$ cat src/rtl/rv32i_bus_pkg.sv
// Shared data-bus types and constants for the RV32I load/store fabric.
// No logic; imported by the demux and its helpers.
package rv32i_bus_pkg;

    localparam int XLEN = 32;
    localparam int BE_W = 4;

    localparam logic SEL_RAM  = 1'b0;
    localparam logic SEL_MMIO = 1'b1;

    localparam logic [XLEN-1:0] DEFAULT_SPLIT_BASE = 32'h1000_0000;

    typedef enum logic [1:0] {
        ST_IDLE,
        ST_ISSUE,
        ST_WAIT,
        ST_RESP
    } dbus_state_t;

endpackage

$ cat src/rtl/bus_timeout_ctr.sv
// Per-transaction cycle counter; expired is decoded from the count register (0-cycle latency).
// No backpressure: counts whenever enabled, clear has priority.
module bus_timeout_ctr (
    input  logic       clk,
    input  logic       rst_n,
    input  logic       clr,
    input  logic       en,
    input  logic [7:0] limit,
    output logic       expired
);

    logic [7:0] cnt;

    always_ff @(posedge clk or negedge rst_n) begin
        if (!rst_n) begin
            cnt <= '0;
        end else if (clr) begin
            cnt <= '0;
        end else if (en) begin
            cnt <= cnt + 8'd1;
        end
    end

    assign expired = (cnt == (limit - 8'd1));

endmodule

$ cat src/rtl/dmem_bus_demux.sv
// Address-split 1-to-2 data bus demux, one transaction in flight; best-case load responds 3 cycles after accept.
// Upstream stalls via req_ready outside IDLE; downstream uses valid/ready, response strobe has no backpressure.
module dmem_bus_demux
    import rv32i_bus_pkg::*;
#(
    parameter logic [XLEN-1:0] SPLIT_BASE = DEFAULT_SPLIT_BASE,
    parameter int              TIMEOUT    = 16
) (
    input  logic            clk,
    input  logic            rst_n,
    input  logic            req_valid,
    output logic            req_ready,
    input  logic [XLEN-1:0] req_addr,
    input  logic            req_we,
    input  logic [XLEN-1:0] req_wdata,
    input  logic [BE_W-1:0] req_be,
    output logic            rsp_valid,
    output logic [XLEN-1:0] rsp_rdata,
    output logic            rsp_err,
    output logic            d0_valid,
    input  logic            d0_ready,
    output logic [XLEN-1:0] d0_addr,
    output logic            d0_we,
    output logic [XLEN-1:0] d0_wdata,
    output logic [BE_W-1:0] d0_be,
    input  logic            d0_rsp_valid,
    input  logic [XLEN-1:0] d0_rsp_rdata,
    output logic            d1_valid,
    input  logic            d1_ready,
    output logic [XLEN-1:0] d1_addr,
    output logic            d1_we,
    output logic [XLEN-1:0] d1_wdata,
    output logic [BE_W-1:0] d1_be,
    input  logic            d1_rsp_valid,
    input  logic [XLEN-1:0] d1_rsp_rdata
);

    dbus_state_t     state;
    logic [XLEN-1:0] addr_q;
    logic            we_q;
    logic [XLEN-1:0] wdata_q;
    logic [BE_W-1:0] be_q;
    logic            sel_q;
    logic [XLEN-1:0] rdata_q;
    logic            err_q;

    logic            accept;
    logic            busy;
    logic            expired;
    logic            sel_ready;
    logic            sel_rsp_valid;
    logic [XLEN-1:0] sel_rsp_rdata;

    assign accept        = (state == ST_IDLE) && req_valid;
    assign busy          = (state == ST_ISSUE) || (state == ST_WAIT);
    assign sel_ready     = (sel_q == SEL_MMIO) ? d1_ready     : d0_ready;
    assign sel_rsp_valid = (sel_q == SEL_MMIO) ? d1_rsp_valid : d0_rsp_valid;
    assign sel_rsp_rdata = (sel_q == SEL_MMIO) ? d1_rsp_rdata : d0_rsp_rdata;

    bus_timeout_ctr u_timeout (
        .clk     (clk),
        .rst_n   (rst_n),
        .clr     (accept),
        .en      (busy),
        .limit   (8'(TIMEOUT)),
        .expired (expired)
    );

    always_ff @(posedge clk or negedge rst_n) begin
        if (!rst_n) begin
            state   <= ST_IDLE;
            addr_q  <= '0;
            we_q    <= 1'b0;
            wdata_q <= '0;
            be_q    <= '0;
            sel_q   <= SEL_RAM;
            rdata_q <= '0;
            err_q   <= 1'b0;
        end else begin
            case (state)
                ST_IDLE: begin
                    if (req_valid) begin
                        addr_q  <= req_addr;
                        we_q    <= req_we;
                        wdata_q <= req_wdata;
                        be_q    <= req_be;
                        sel_q   <= (req_addr >= SPLIT_BASE) ? SEL_MMIO : SEL_RAM;
                        if (req_addr[1:0] != 2'b00) begin
                            rdata_q <= '0;
                            err_q   <= 1'b1;
                            state   <= ST_RESP;
                        end else begin
                            state   <= ST_ISSUE;
                        end
                    end
                end
                ST_ISSUE: begin
                    if (expired) begin
                        rdata_q <= '0;
                        err_q   <= 1'b1;
                        state   <= ST_RESP;
                    end else if (sel_ready) begin
                        state   <= ST_WAIT;
                    end
                end
                ST_WAIT: begin
                    // A completion on the limit cycle beats the timeout.
                    if (sel_rsp_valid) begin
                        rdata_q <= we_q ? '0 : sel_rsp_rdata;
                        err_q   <= 1'b0;
                        state   <= ST_RESP;
                    end else if (expired) begin
                        rdata_q <= '0;
                        err_q   <= 1'b1;
                        state   <= ST_RESP;
                    end
                end
                default: begin
                    state <= ST_IDLE;
                end
            endcase
        end
    end

    assign req_ready = (state == ST_IDLE);
    assign rsp_valid = (state == ST_RESP);
    assign rsp_rdata = (state == ST_RESP) ? rdata_q : '0;
    assign rsp_err   = (state == ST_RESP) ? err_q   : 1'b0;

    // Only the selected port sees the latched fields; the other is held at zero.
    assign d0_valid = (state == ST_ISSUE) && (sel_q == SEL_RAM);
    assign d0_addr  = (sel_q == SEL_RAM) ? addr_q  : '0;
    assign d0_we    = (sel_q == SEL_RAM) ? we_q    : 1'b0;
    assign d0_wdata = (sel_q == SEL_RAM) ? wdata_q : '0;
    assign d0_be    = (sel_q == SEL_RAM) ? be_q    : '0;

    assign d1_valid = (state == ST_ISSUE) && (sel_q == SEL_MMIO);
    assign d1_addr  = (sel_q == SEL_MMIO) ? addr_q  : '0;
    assign d1_we    = (sel_q == SEL_MMIO) ? we_q    : 1'b0;
    assign d1_wdata = (sel_q == SEL_MMIO) ? wdata_q : '0;
    assign d1_be    = (sel_q == SEL_MMIO) ? be_q    : '0;

endmodule

$ cat config.mk
export PLATFORM = sky130hd
export DESIGN_NAME = dmem_bus_demux
export DESIGN_NICKNAME = d
export VERILOG_FILES = /design/src/rtl/rv32i_bus_pkg.sv /design/src/rtl/bus_timeout_ctr.sv /design/src/rtl/dmem_bus_demux.sv
export SDC_FILE = /design/constraint.sdc
export NUM_CORES = 1
export LEC_CHECK = 0
export BUFFER_PORTS_ARGS = -buffer_cell sky130_fd_sc_hd__buf_4
export CORE_ASPECT_RATIO = 1.25
export CORE_MARGIN = 4
export CORE_UTILIZATION = 35
export DETAILED_ROUTE_END_ITERATION = 12
export GPL_ROUTABILITY_DRIVEN = 0
export HOLD_SLACK_MARGIN = 0.02
export PLACE_DENSITY = 0.64
export SETUP_SLACK_MARGIN = 0.2
export SYNTH_ARGS = -nofsm -noshare
export SYNTH_HDL_FRONTEND = slang
export SYNTH_SLANG_ARGS = --single-unit
$ cat constraint.sdc
create_clock -name clk -period 2.2 [get_ports clk]
set_input_delay 0.33 -clock clk [delete_from_list [all_inputs] [get_ports clk]]
set_output_delay 0.33 -clock clk [all_outputs]
set_load 0.03 [all_outputs]
==> results.json, run 1 <==
{
  "status": "completed",
  "port_buffers": 314,
  "synth_cell_types": 32,
  "fp.coreArea_sq_um": 17000,
  "ios": 315,
  "ant_nets": 0,
  "p_per_area_nw_per_um2": 1560,
  "cts_root_buf": "clkbuf_16",
  "tns_ps": 0,
  "peakVddDrop_uv": 953,
  "fmax_mhz": 513,
  "whs_ps": 105,
  "n_fill_cell": 1592,
  "dr.pass1.iters": 4,
  "htree_levels": 4,
  "hpwlAfterDp_um": 13800,
  "grt_max_degree": 88,
  "leakagePower_uw": 0.00503,
  "start_util": 0.359,
  "clkLatencyLatePin_ps": 410,
  "path_cells": "buf_16 > nor2b_2 > buf_4",
  "relSlewSlack": 0.614,
  "nets": 1115,
  "slowest_delay_ps": 560,
  "rsz0062_at_grt": "true",
  "fin_util": 0.558,
  "vias": 5515,
  "diodes": 0,
  "cap_violations": 0,
  "die_area_sq_um": 19600,
  "drv_slew": 0,
  "post-route-period-util": 0.886,
  "avgRoutedWirePerCell_um": 16.5,
  "synth_cells": 669,
  "critPathArrivalTime_ps": 1620,
  "grt_first_pass_wirelength_um": 30300,
  "clk_pin_slew_ps": 60,
  "yosys_warnings": 0,
  "worst_clock_skew_ps": 8.41,
  "grt_pass1_vias": 5363,
  "syn_to_final_growth_pct": 55.1,
  "cts_tree": "done",
  "synth_flop_cell": "dfrtp_1",
  "cts_buffer_depth": 2,
  "critPathRequiredTime_ps": 1870,
  "antenna_found_initial": 2,
  "synth_top_area_cell": "dfrtp_1",
  "crit_path_end_kind": "primary output",
  "worst_slew_pin_slew_ps": 579,
  "layout-drive-gt1-share": 0.409,
  "drc_errors": 0,
  "hold_viol": 0,
  "grt_usage": 0.196,
  "die_h_um": 156,
  "cts_buffers": 17,
  "drt_wl_total_um": 19800,
  "yosysSeqAreaShare": 0.463,
  "yosys-top-cells-count": "213 x nand2_1, 113 x dfrtp_1, 104 x and2_1",
  "cp_slowest_cell": "dfrtp_4",
  "finalSetupViolCount": 0,
  "worst-path-max-fanout": 87,
  "yosys-top-cells-area": "dfrtp_1 46%, nand2_1 13%, and2_1 11%",
  "critPathKind": "flop to primary output",
  "overflow": 0,
  "synth.most_common_cell": "nand2_1",
  "hp-class": "primary input to flop",
  "rrSetupSlack_ps": 280,
  "synth-seq-cells": 113,
  "yosysTopAreaCellShare": 0.463,
  "chipWidth_um": 126,
  "row_count": 53,
  "synth_area_sq_um": 6100,
  "via_per_inst": 4.58,
  "synth_nets": 814,
  "fin_crit_ps": 1950,
  "avgSynthCellArea_sq_um": 9.12,
  "start_kind": "flop",
  "clkSinkCount": 113,
  "synthArstFlopShare": 1.00,
  "drt-initial-drc-count": 277,
  "synth_edf_count": 0
}
cell families after synthesis:
group | after synthesis | synth area share
simple gates | 405 | 0.326
mux | 36 | 0.0593
fa+ha+maj | 5 | 0.0103
xor+xnor | 5 | 0.00718
compound gates | 52 | 0.0972
buf+inv | 53 | 0.0371
flops | 113 | 0.463
critical path, delay by kind of cell, from the launching register on:
family / cells / cell delay, ps
flip-flops: 1 / 560
buffers and inverters: 2 / 400
AND/OR/NAND/NOR: 1 / 190
stage by stage:
step / cell area, sq um / std cells / setup WS, ps / total power (uW)
floorplan: 6110 / 669 / 203 / 8860
global placement: 8710 / 1166 / 171 / 11600
detailed placement: 8710 / 1166 / 129 / 11700
CTS: 9410 / 1201 / 184 / 14900
global route: 9470 / 1203 / 166 / 15800
finish: 9470 / 1203 / 251 / 14800
area by class of cell:
class / instances / area [sq um] / area share
Clock buffer: 21 / 450 / 0.0476
Clock inverter: 11 / 161 / 0.0170
Inverter: 6 / 22.5 / 0.00238
Multi-Input combinational cell: 503 / 3090 / 0.326
Sequential cell: 113 / 2830 / 0.299
Tap cell: 220 / 275 / 0.0291
Timing Repair Buffer: 329 / 2640 / 0.279
cell usage in the layout (no fill, tap or decap), types with 4 or more instances in the layout:
cell type  instances
a21oi_1            5
buf_4            317
nor2b_1           63
clkbuf_16         18
o2bb2ai_2         30
nor2b_2            7
bufinv_16          4
and2_1           103
mux2i_1           35
xor2_1             4
dfrtp_1          112
nor2_1             7
clkinv_2           5
nand2_1          212
buf_12             7
inv_1              6
o21ai_0            4
path summary, 6_finish.rpt:
check | from | endpoint | cells after the start
min in group asynchronous | rst_n | state[0] | 2
worst max register to register | state[1] | rdata_q[9] | 6
worst max-delay path | sel_q | d0_wdata[30] | 3
max in group asynchronous | rst_n | wdata_q[27] | 3
worst min register to register | wdata_q[3] | wdata_q[3] | 2
worst min-delay path | req_addr[17] | addr_q[17] | 3
power by group:
part / switching [uW] / internal, uW
clock network: 927 / 1910
registers: 714 / 2960
logic: 4990 / 3270
total: 6640 / 8150
flip-flops by register name, indices dropped and copies added, names as in the netlist:
register,count
wdata_q,32
err_q,1
state,2
addr_q,32
be_q,4
sel_q,1
rdata_q,32
u_timeout.cnt,8
we_q,1
timing repair:
action                                  4_1_cts  5_1_grt
endpoints found under the hold margin        29        0
hold buffers                                  1        0
pin swaps                                     0        1
setup buffers                                 0        1
gates cloned                                  2        1
gates resized for setup                       5       11
endpoints found under the setup margin      206      102
metal layers:
metal  GRT usage  part of all wire
met3      0.0644             0.071
met1       0.235              0.39
met2       0.335              0.51
met4      0.0654             0.024
met5           0            0.0017
Power figures use the tool's default switching activity.
==> run 2: changes to the inputs <==
--- a/config.mk
+++ b/config.mk
@@ -5,6 +5,7 @@
 export SDC_FILE = /design/constraint.sdc
 export NUM_CORES = 1
 export LEC_CHECK = 0
+export ABC_AREA = 1
 export BUFFER_PORTS_ARGS = -buffer_cell sky130_fd_sc_hd__buf_4
 export CORE_ASPECT_RATIO = 1.25
 export CORE_MARGIN = 4
==> run 2 against run 1 <==
Combinational power shrank 18%. Core utilization decreased by 1.6 points. Clock skew is 1.5 ps lower. Critical path depth up 1. Design area decreased by 0.20%. Cell count up 23%. Clock-buffer cell count is 6 higher. Register-to-register slack better by 100 ps. Critical path type unchanged.
==> results.json, run 2 <==
{
  "synthArstFlopShare": 1.00,
  "cts_buffers": 17,
  "worst-path-max-fanout": 44,
  "synth_top_area_cell": "dfrtp_1",
  "finalSetupViolCount": 0,
  "reg_top3": "addr_q: 32 flops, rdata_q: 32 flops, wdata_q: 32 flops",
  "intPower_uw": 6910,
  "drt-initial-drc-count": 344,
  "rsz0062_at_grt": "false",
  "drc_errors": 0,
  "synth_flop_cell": "dfrtp_1",
  "diodes": 0,
  "crit_path_frequent_cell": "buf_4",
  "yosysTopAreaCellShare": 0.455,
  "start_kind": "flop",
  "grtUsageMet3": 0.0642,
  "clk_pin_slew_ps": 50,
  "chipWidth_um": 127,
  "nets": 1388,
  "cap_violations": 0,
  "critPathRequiredTime_ps": 1870,
  "power.switching_uw": 5870,
  "syn_to_final_growth_pct": 52.1,
  "antenna_found_initial": 1,
  "r2r_start": "sel_q",
  "post-route-period-util": 0.883,
  "yosysSeqAreaShare": 0.455,
  "hp-class": "primary input to flop",
  "overflow": 0,
  "hold_depth": 3,
  "power_frac_comb": 0.530,
  "cts_tree": "done",
  "synth.most_common_cell": "nand2_1",
  "worstHoldEndpoint": "wdata_q[19]",
  "hold_viol": 0,
  "critPathBufInv": 3,
  "final_common_cell": "nand2_1",
  "use_met1": 0.234,
  "row_count": 54,
  "layout-drive-gt1-share": 0.298,
  "dr.pass1.iters": 4,
  "critPathArrivalTime_ps": 1610,
  "peakVddDrop_uv": 745,
  "ios": 315,
  "fp.coreArea_sq_um": 17400,
  "start_util": 0.356,
  "crit_path_end_kind": "primary output",
  "cts_buffer_depth": 2,
  "synth_cell_types": 23,
  "worst_slew_pin_slew_ps": 500,
  "cts_root_buf": "clkbuf_16",
  "p_seq_frac": 0.265,
  "ant_nets": 0,
  "final_cell_mix": "391 x nand2_1, 326 x buf_4, 189 x inv_1",
  "final_area_sq_um": 9450,
  "clkSinkCount": 113,
  "fin_crit_ps": 1940,
  "die_area_sq_um": 20000,
  "p_clk_frac": 0.205,
  "port_buffers": 314,
  "p_per_area_nw_per_um2": 1350,
  "hold_start": "req_wdata[19]",
  "n_fill_cell": 1747,
  "timing.rr.end": "rdata_q[15]",
  "cp_slowest_cell": "dfrtp_4",
  "placed_area_sq_um": 8750,
  "relSlewSlack": 0.667,
  "grt_max_degree": 114,
  "reg2reg_depth": 9,
  "grt_pass1_vias": 6321,
  "synth_edf_count": 0,
  "path_cells": "buf_4 > buf_16 > nor2_1 > buf_4",
  "die_h_um": 157,
  "via_per_inst": 4.43,
  "grt_first_pass_wirelength_um": 32200,
  "vias": 6556,
  "drt_wl_total_um": 20800,
  "crit_family": "buffers and inverters",
  "fmax_mhz": 515,
  "synth_cells": 937,
  "critPathKind": "flop to primary output",
  "avgSynthCellArea_sq_um": 6.63,
  "synth-seq-cells": 113,
  "synth_nets": 1082,
  "yosys-top-cells-count": "391 x nand2_1, 189 x inv_1, 113 x dfrtp_1",
  "drv_slew": 0,
  "avgRoutedWirePerCell_um": 14.1,
  "synth_area_sq_um": 6210,
  "yosys-top-cells-area": "dfrtp_1 46%, nand2_1 24%, inv_1 11%",
  "busiest_layer": "met2",
  "slowest_delay_ps": 510,
  "grt_use_met2": 0.353,
  "power.total_uw": 12800,
  "status": "completed",
  "swShare": 0.459,
  "tns_ps": 0,
  "htree_levels": 4,
  "clkLatencyLatePin_ps": 400,
  "hpwlAfterDp_um": 15100,
  "rrSetupSlack_ps": 380,
  "yosys_warnings": 0,
  "worst_clock_skew_ps": 6.93,
  "leakagePower_uw": 0.00586,
  "grt_usage": 0.203
}
run 2: changes by cell type after synthesis, sizes merged, moves of 4 or more:
cell,change
and2,-104
nor2b,-70
o2bb2ai,-33
nand3,+11
nand2,+180
clkbuf,-23
o21ai,+65
inv,+187
buf,+24
xor2,-4
mux2i,-35
nor2,+76
nor3,+7
run 2: layer usage:
| layer | share of wire | vias to the layer above |
|---|---|---|
| met5 | 0.00058 | - |
| met4 | 0.022 | 2 |
| met3 | 0.086 | 32 |
| met2 | 0.50 | 233 |
| met1 | 0.39 | 2974 |
| li1 | - | 3315 |
run 2: cells by family (layout without fill, tap and decap cells):
group,Yosys count,in the layout,share of synthesized area
buf+inv,241,560,0.159
simple gates,496,496,0.308
fa+ha+maj,5,5,0.0101
xor+xnor,1,1,0.00141
flops,113,113,0.455
compound gates,81,81,0.0665
run 2: layout make-up:
type,instances,area [sq um],area share
inverter,193,726,0.0768
clock buffer,27,513,0.0543
timing repair buffer,335,2640,0.280
multi-input combinational,583,2400,0.255
sequential,113,2830,0.300
clock inverter,5,50.0,0.00530
tap,224,280,0.0297
run 2: per-stage QoR:
step | cells | setup slack (ps) | hold WS (ps) | utilization
2_1_floorplan | 937 | 368 | 34.4 | -
3_3_place_gp | 1440 | 503 | 337 | 0.502
3_5_place_dp | 1440 | 447 | 336 | 0.502
4_1_cts | 1479 | 232 | 106 | 0.540
5_1_grt | 1480 | 201 | 123 | 0.542
6_report | 1480 | 257 | 125 | 0.542
run 2: worst min-delay path, stage by stage:
cell and delay, ps:
buf_4 70, nand2_1 40, o21ai_0 50
run 2: repair_timing:
action | CTS | global route
cloned | 1 | 1
hold endpoints to repair | 32 | 0
gates resized for setup | 2 | 5
setup endpoints to repair | 132 | 35
buffers inserted | 5 | 0
hold buffers | 1 | 0
run 2: worst max-delay path by stage:
stage	end	from	cells past startpoint	slack (ps)
final	d0_wdata[13]	sel_q	4	260
after global routing	rsp_rdata[10]	state[1]	5	200
after CTS	rsp_rdata[3]	state[0]	5	230
after detailed placement	rdata_q[29]	state[0]	8	450
after global placement	rdata_q[5]	state[0]	10	500
after floorplan	rsp_rdata[10]	state[0]	5	370
run 2: power groups by stage:
stage | Sequential [uW] | Combinational [uW] | Clock, uW
5_1_grt | 3470 | 7440 | 2780
3_5_place_dp | 3410 | 6640 | 0
2_1_floorplan | 3230 | 4500 | 0
4_1_cts | 3380 | 6780 | 2680
3_3_place_gp | 3410 | 6610 | 0
6_report | 3380 | 6780 | 2620
